--- src/rtl/mem_arbiter.sv ---
// Two-requester sequencer for the single-port unified memory. It arbitrates between
// fetch and data accesses and holds each granted access stable until the memory acks it.
module mem_arbiter #(
  parameter int ADDR_WIDTH = 32,
  parameter int DATA_WIDTH = 32
) (
  input  logic                    clk,
  input  logic                    rst_n,
  input  logic                    if_req,
  input  logic [ADDR_WIDTH-1:0]   if_addr,
  output logic [DATA_WIDTH-1:0]   if_rdata,
  output logic                    if_ready,
  input  logic                    dm_req,
  input  logic                    dm_we,
  input  logic [ADDR_WIDTH-1:0]   dm_addr,
  input  logic [DATA_WIDTH-1:0]   dm_wdata,
  input  logic [DATA_WIDTH/8-1:0] dm_be,
  output logic [DATA_WIDTH-1:0]   dm_rdata,
  output logic                    dm_ready,
  input  logic                    flush,
  output logic                    stall_f,
  output logic                    stall_m,
  output logic                    mem_req,
  output logic                    mem_we,
  output logic [ADDR_WIDTH-1:0]   mem_addr,
  output logic [DATA_WIDTH-1:0]   mem_wdata,
  output logic [DATA_WIDTH/8-1:0] mem_be,
  input  logic [DATA_WIDTH-1:0]   mem_rdata,
  input  logic                    mem_ack
);

  // state     | meaning
  // S_IDLE    | no access in flight
  // S_SERVE_I | fetch access in flight
  // S_SERVE_D | data access in flight

  localparam int BE_WIDTH = DATA_WIDTH / 8;

  typedef enum logic [1:0] {
    S_IDLE    = 2'd0,
    S_SERVE_I = 2'd1,
    S_SERVE_D = 2'd2
  } state_t;

  state_t r_state;
  state_t w_state_nxt;
  logic   r_drop;
  logic   w_drop_nxt;
  logic   w_grant;

  always_ff @(posedge clk or negedge rst_n) begin
    if (!rst_n) begin
      r_state <= S_IDLE;
      r_drop  <= 1'b0;
    end else begin
      r_state <= w_state_nxt;
      r_drop  <= w_drop_nxt;
    end
  end

  // The port just served is never re-granted from its own ack cycle.
  always_comb begin
    w_state_nxt = r_state;
    case (r_state)
      S_IDLE: begin
        if (dm_req)      w_state_nxt = S_SERVE_D;
        else if (if_req) w_state_nxt = S_SERVE_I;
      end
      S_SERVE_I: begin
        if (mem_ack) w_state_nxt = dm_req ? S_SERVE_D : S_IDLE;
      end
      S_SERVE_D: begin
        if (mem_ack) w_state_nxt = if_req ? S_SERVE_I : S_IDLE;
      end
      default: w_state_nxt = S_IDLE;
    endcase
  end

  assign w_grant = (w_state_nxt != S_IDLE) && (w_state_nxt != r_state);

  always_comb begin
    w_drop_nxt = 1'b0;
    if (w_grant && (w_state_nxt == S_SERVE_I))
      w_drop_nxt = flush;
    else if ((r_state == S_SERVE_I) && (w_state_nxt == S_SERVE_I))
      w_drop_nxt = r_drop | flush;
  end

  always_comb begin
    mem_req  = (r_state != S_IDLE);
    if_ready = mem_ack & (r_state == S_SERVE_I) & ~r_drop & ~flush;
    dm_ready = mem_ack & (r_state == S_SERVE_D);
    if_rdata = mem_rdata;
    dm_rdata = mem_rdata;
    stall_f  = if_req & ~if_ready;
    stall_m  = dm_req & ~dm_ready;
  end

  // Access fields are captured only on a grant and stay frozen for the whole access.
  always_ff @(posedge clk or negedge rst_n) begin
    if (!rst_n) begin
      mem_we    <= 1'b0;
      mem_addr  <= '0;
      mem_wdata <= '0;
      mem_be    <= '0;
    end else if (w_grant) begin
      if (w_state_nxt == S_SERVE_D) begin
        mem_we    <= dm_we;
        mem_addr  <= dm_addr;
        mem_wdata <= dm_wdata;
        mem_be    <= dm_we ? dm_be : {BE_WIDTH{1'b1}};
      end else begin
        mem_we    <= 1'b0;
        mem_addr  <= if_addr;
        mem_wdata <= '0;
        mem_be    <= {BE_WIDTH{1'b1}};
      end
    end
  end

  ack_only_while_req: assert property (@(posedge clk) disable iff (!rst_n) mem_ack |-> mem_req);

endmodule

--- config.mk ---
export PLATFORM = sky130hd
export DESIGN_NAME = mem_arbiter
export DESIGN_NICKNAME = d
export VERILOG_FILES = /design/src/rtl/mem_arbiter.sv
export SDC_FILE = /design/constraint.sdc
export NUM_CORES = 1
export LEC_CHECK = 0
export BUFFER_PORTS_ARGS = -buffer_cell sky130_fd_sc_hd__buf_2
export CORE_ASPECT_RATIO = 0.5
export CORE_MARGIN = 4
export CORE_UTILIZATION = 42
export CTS_BUF_LIST = sky130_fd_sc_hd__clkbuf_16
export DETAILED_ROUTE_END_ITERATION = 12
export GPL_TIMING_DRIVEN = 1
export PLACE_DENSITY = 0.81
export SETUP_SLACK_MARGIN = 0.02
export SKIP_LAST_GASP = 1
export SLEW_MARGIN = 20
export SYNTH_ARGS = -nofsm -noshare
export SYNTH_HDL_FRONTEND = slang
export SYNTH_SLANG_ARGS = --single-unit
--- constraint.sdc ---
create_clock -name clk -period 2.26 [get_ports clk]
set_input_delay 0.226 -clock clk [delete_from_list [all_inputs] [get_ports clk]]
set_output_delay 0.226 -clock clk [all_outputs]
set_load 0.05 [all_outputs]
==> run_results.csv, run 1 <==
group,metric,value,unit
outcome,outcome,"finished clean",
cells_and_area,nets,602,
drt,avgRoutedWirePerCell,16.85,um
drt,drt-vias-per-instance,4.537,
die,die_area,11530,um^2
timing,tightest_slew,0.5013,ns
critical_path,cp-start-kind,"register",
logic_synthesis,synth-seq-cells,72,
clock_network,clock_path_buffers,2,
power_and_ir_drop,p_per_area,1636,nW/um^2
drt,ant_nets,0,
timing,slew_headroom,66.58,%
timing,maxSlewViolCount,0,
die,dieWidth,147.9,um
worst_hold_path,hold_class,"in -> reg",
grt,grt_pass1_vias,2928,
grt,grt_pass1_wl,15640,um
logic_synthesis,synth_async_sr_flop_share,100.0,%
die,ios,277,
clock_network,clock-root-buffer,"clkbuf_16",
die,initial_core_util,43.38,%
logic_synthesis,ys_warn_count,0,
die,die_h,77.96,um
clock_network,cts_tree,"done",
logic_synthesis,synth.avg_cell_area,11.99,um^2
logic_synthesis,synth-edff-count,0,
cells_and_area,fill_cells,822,
timing,worst_clock_skew,0.004964,ns
logic_synthesis,ys_seq_area_share,43.82,%
clock_network,clkTransAtPathRegs,0.06,ns
critical_path,crit_required,2.47,ns
placed_design,gp_congestion,0.7959,
timing,rsz0062_at_grt,"false",
power_and_ir_drop,p_leak,0.002743,uW
logic_synthesis,synth.distinct_cells,22,
critical_path,crit_path_end_kind,"register",
logic_synthesis,synth_ff_type,"dfrtp_1",
drt,wirelength,10160,um
cells_and_area,final_util,52.79,%
clock_network,htreeDepth,3,
cells_and_area,antenna_cells,0,
power_and_ir_drop,ir_worst_vdd,0.6567,mV
cells_and_area,stdcell_count,603,
clock_network,cts_sinks,72,
logic_synthesis,syn_nets,482,
grt,antenna_found_initial,0,
clock_network,numCtsBuffers,9,
timing,period_share,85.06,%
critical_path,worstSetupPathType,"reg -> reg",
drt,vias,2736,
grt,track_usage,17.51,%
grt,grt_max_degree,38,
timing,timing.fmax,520.2,MHz
critical_path,crit_fanout,21,
timing,setup_violations,0,
grt,overflow,0,
cells_and_area,syn_to_final_growth,21.70,%
critical_path,cp.arrival,2.13,ns
clock_network,clk-insertion-delay-late,0.33,ns
placed_design,dp_cells,586,
placed_design,io_buffer_count,180,
die,rows,25,
logic_synthesis,netlist_area,4111,um^2
clock_network,post-cts-setup-buffer-count,0,
placed_design,post-dp-hpwl,7913,um
drt,detailedRoute.firstIterationViolations,105,
timing,hold_violations,0,
drt,first_pass_iters,4,
job,drv_cap,0,
timing,period_minus_slack,1.922,ns
die,core_area,9478,um^2
cells_and_area,drive_gt1_share,58.55,%
drt,drc,0,
logic_synthesis,synthCells,343,
timing,setup_tns,0,ns
## state kept, by name (all words and copies together) (netlist names)
name and cells:
mem_addr 32, mem_be 4, r_state 2, mem_wdata 32, r_drop 1, mem_we 1
## where the power goes
group | switching [uW] | total (uW) | internal, uW | leakage, uW
Clock | 512 | 1230 | 722 | 0.000139
Sequential | 338 | 2220 | 1880 | 0.000874
Combinational | 3200 | 4730 | 1530 | 0.00173
## logic make-up (layout without fill, tap and decap cells)
group                  count (synthesis)  in the layout  share of synthesized area (%)
AOI/OAI and AO/OA                      6              6                          1.126
and+or+nand+nor                       50             50                          5.509
buffers and inverters                114            239                          17.59
DFF                                   72             72                          43.82
muxes                                101            101                          31.95
## final cells by class
cell class | instances | area, um^2 | area share, %
sequential | 72 | 1802 | 36.01
multi-input combinational | 157 | 1617 | 32.31
timing repair buffer | 188 | 1028 | 20.56
clock buffer | 9 | 225.2 | 4.501
tap | 135 | 168.9 | 3.376
inverter | 35 | 131.4 | 2.626
clock inverter | 7 | 31.28 | 0.6252
## final timing paths
check | end | start | cells past startpoint | slack (ns)
setup / recovery | mem_addr[25] | r_state[1] | 5 | 0.34
hold / removal | mem_wdata[0] | dm_wdata[0] | 3 | 0.13
setup reg to reg | mem_addr[25] | r_state[1] | 5 | 0.34
hold reg to reg | mem_addr[7] | mem_addr[7] | 1 | 0.50
max in group asynchronous | mem_addr[10] | rst_n | 3 | 1.28
min in group asynchronous | mem_wdata[19] | rst_n | 2 | 0.41
## through the flow
step,worst slack [ns],hold slack (ns),power [uW],area [um^2]
floorplan,0.4107,-0.06959,6176,4126
global placement,0.4178,0.2284,6880,4737
detailed placement,0.3331,0.2326,6993,4737
CTS,0.3301,0.1223,8261,5004
global route,0.2618,0.1261,8596,5004
finish,0.3377,0.1319,8185,5004
## placed cells by master (no fill, tap or decap), types with 2 or more instances in the layout
cell type,count
a31o_2,2
buf_12,5
buf_2,179
buf_4,3
clkbuf_16,9
clkinv_2,4
dfrtp_1,72
inv_1,37
mux2_2,10
mux2_4,58
mux2i_1,33
nand2_1,35
nand2b_1,2
nand3b_1,4
nor2_1,3
nor2b_1,2
## per-layer routing
layer  GRT usage (%)  wire [um]
met1           18.68       3642
met4           7.558        263
met2           31.98       5665
met5               0          0
met3           5.718        588
## critical path, cell delays in order (launching register included)
cell	delay, ns
dfrtp_1	0.45
nand2_1	0.16
o211a_4	0.38
buf_12	0.24
mux2_4	0.32
mux2_4	0.26
## Yosys cell counts, types with 2 or more instances
cell | count | area, um^2
a31o_2 | 2 | 17.52
buf_2 | 8 | 40.04
buf_4 | 66 | 495.5
buf_6 | 5 | 56.30
dfrtp_1 | 72 | 1802
inv_1 | 35 | 131.4
mux2_2 | 10 | 112.6
mux2_4 | 58 | 870.8
mux2i_1 | 33 | 330.3
nand2_1 | 35 | 131.4
nand2b_1 | 2 | 12.51
nand3b_1 | 4 | 30.03
nor2_1 | 3 | 11.26
nor2b_1 | 2 | 12.51
## repair_timing
| item | in CTS | in global routing |
|---|---|---|
| gates resized for setup | 0 | 0 |
| endpoints found under the hold margin | 36 | 0 |
| hold buffers | 1 | 0 |
Note: power is estimated with default switching activity, not from simulation.
==> inputs of run 2 (changes only) <==
Settings changed: PLACE_DENSITY 0.81 to 0.8, RECOVER_POWER set to 50, SKIP_CTS_REPAIR_TIMING set to 1.
==> run 2 against run 1 <==
The flow now finishes with violations (capacitance limit, slew limit). Setup slack worse by 0.00072 ns. Design area down 0.78%. Cell count down 0.50%. Core utilization down 0.41 points.
==> run_results.csv, run 2 (synthesis results as in run 1) <==
group,metric,value,unit
drt,wirelength,10160,um
drt,drc,0,
grt,grt_pass1_vias,2976,
clock_network,htreeDepth,3,
power_and_ir_drop,swShare,49.13,%
drt,drt-vias-per-instance,4.575,
timing,finalHoldWorstSlack,0.1323,ns
power_and_ir_drop,p_per_area,1664,nW/um^2
worst_hold_path,hold_class,"in -> reg",
critical_path,crit_path_end_kind,"register",
cells_and_area,syn_to_final_growth,20.75,%
placed_design,gp_congestion,0.7842,
drt,detailedRoute.firstIterationViolations,111,
outcome,outcome,"complete, but fails checks",
timing,hold_violations,0,
critical_path,cp-start-kind,"register",
placed_design,placed_area,4684,um^2
power_and_ir_drop,clock_power_share,16.7,%
cells_and_area,reg_top3,"mem_addr x32, mem_wdata x32, mem_be x4",
grt,grt_max_degree,73,
timing,timing.fmax,520.0,MHz
power_and_ir_drop,pwr-share-seq,26.8,%
critical_path,crit_buf_inv,1,
power_and_ir_drop,power_switching,4058,uW
die,rows,25,
timing,finalWorstSetupSlack,0.3370,ns
cells_and_area,drive_gt1_share,57.85,%
grt,track_usage,17.61,%
power_and_ir_drop,cellInternalPower,4202,uW
die,die_area,11530,um^2
clock_network,clkTransAtPathRegs,0.06,ns
clock_network,numCtsBuffers,9,
critical_path,crit_fanout,31,
clock_network,clock-root-buffer,"clkbuf_16",
die,core_area,9478,um^2
critical_path,ff2ff_setup_slack,0.34,ns
die,initial_core_util,43.38,%
critical_path,cp.arrival,2.14,ns
cells_and_area,fill_cells,829,
drt,vias,2745,
cells_and_area,layout_commonest_cell,"buf_2",
critical_path,r2r-start,"r_state[1]",
cells_and_area,fin_area,4965,um^2
timing,tightest_slew,1.797,ns
timing,setup_violations,0,
cells_and_area,final_cell_mix,"buf_2 (175), dfrtp_1 (72), mux2_4 (58), inv_1 (35), nand2_1 (35)",
critical_path,crit_chain,"nand2_1 -> o211a_4 -> buf_12 -> mux2_4 -> mux2_4",
clock_network,cts_sinks,72,
job,drv_cap,1,
clock_network,cts_tree,"done",
clock_network,clock_path_buffers,2,
critical_path,slowest_stage,"dfrtp_1",
cells_and_area,nets,599,
worst_hold_path,hold_end,"mem_wdata[13]",
drt,first_pass_iters,4,
placed_design,place_ws,0.3559,ns
critical_path,worstSetupPathType,"reg -> reg",
critical_path,cpMostUsedCell,"mux2_4",
clock_network,clk-insertion-delay-late,0.33,ns
critical_path,r2r-end,"mem_addr[21]",
timing,period_share,85.09,%
power_and_ir_drop,ir_worst_vdd,0.5134,mV
die,ios,277,
grt,grt_pass1_wl,15680,um
grt,antenna_found_initial,0,
timing,maxSlewViolCount,73,
drt,ant_nets,0,
grt,overflow,0,
outcome,violations,"capacitance limit, slew limit",
critical_path,crit_family,"multiplexers",
die,dieWidth,147.9,um
worst_hold_path,hold_depth,3,
placed_design,post-dp-hpwl,7789,um
placed_design,io_buffer_count,180,
timing,worst_clock_skew,0.003738,ns
cells_and_area,final_util,52.38,%
critical_path,cpPeakStageDelay,0.45,ns
power_and_ir_drop,p_leak,0.002700,uW
cells_and_area,antenna_cells,0,
critical_path,reg2reg_depth,5,
timing,period_minus_slack,1.923,ns
timing,slew_headroom,-19.77,%
worst_hold_path,hold_start,"dm_wdata[13]",
die,die_h,77.96,um
timing,setup_tns,0,ns
drt,avgRoutedWirePerCell,16.93,um
critical_path,crit_required,2.47,ns
power_and_ir_drop,pwr-share-comb,56.4,%
timing,rsz0062_at_grt,"false",
-- run 2: layout make-up --
cell class / instances / area [um^2] / share of cell area (%)
clock inverters: 7 / 62.56 / 1.260
well taps: 135 / 168.9 / 3.402
multi-input cells: 157 / 1617 / 32.56
clock buffers: 9 / 225.2 / 4.536
flip-flops and latches: 72 / 1802 / 36.29
inverters: 35 / 131.4 / 2.646
repair buffers: 185 / 958.4 / 19.30
-- run 2: stage by stage --
step	power [uW]	cells
floorplan	6176	343
global placement	6838	584
detailed placement	6938	584
CTS	8351	600
global route	8661	600
finish	8260	600
-- run 2: how the worst max path moves through the flow --
stage	from	endpoint	slack, ns	depth (start not counted)
2_1_floorplan	r_state[1]	stall_m	0.41	3
3_3_place_gp	r_state[0]	mem_addr[30]	0.40	5
3_5_place_dp	r_state[1]	mem_addr[21]	0.36	5
4_1_cts	r_state[1]	mem_addr[21]	0.34	5
5_1_grt	r_state[1]	mem_addr[19]	0.25	5
6_report	r_state[1]	mem_addr[21]	0.34	5
-- run 2: tightest hold or removal path: cells and delay by family --
family	cells	cell delay (ns)
buffers and inverters	1	0.09
multiplexers	1	0.06
AND/OR/NAND/NOR	1	0.04
-- run 2: routing by layer --
layer	track usage, %	up-vias	wire length (um)
met5	0	-	0
met4	8.571	0	311
met3	5.193	33	687
met2	32.53	95	5618
met1	18.46	1337	3542
li1	-	1280	-
-- run 2: power by group through the flow --
stage / Clock [uW] / Combinational, uW / Sequential [uW]
after floorplan: 0 / 1930 / 4250
after global placement: 0 / 4630 / 2210
after detailed placement: 0 / 4710 / 2230
after CTS: 1410 / 4720 / 2220
after global routing: 1490 / 4870 / 2300
final: 1380 / 4660 / 2220
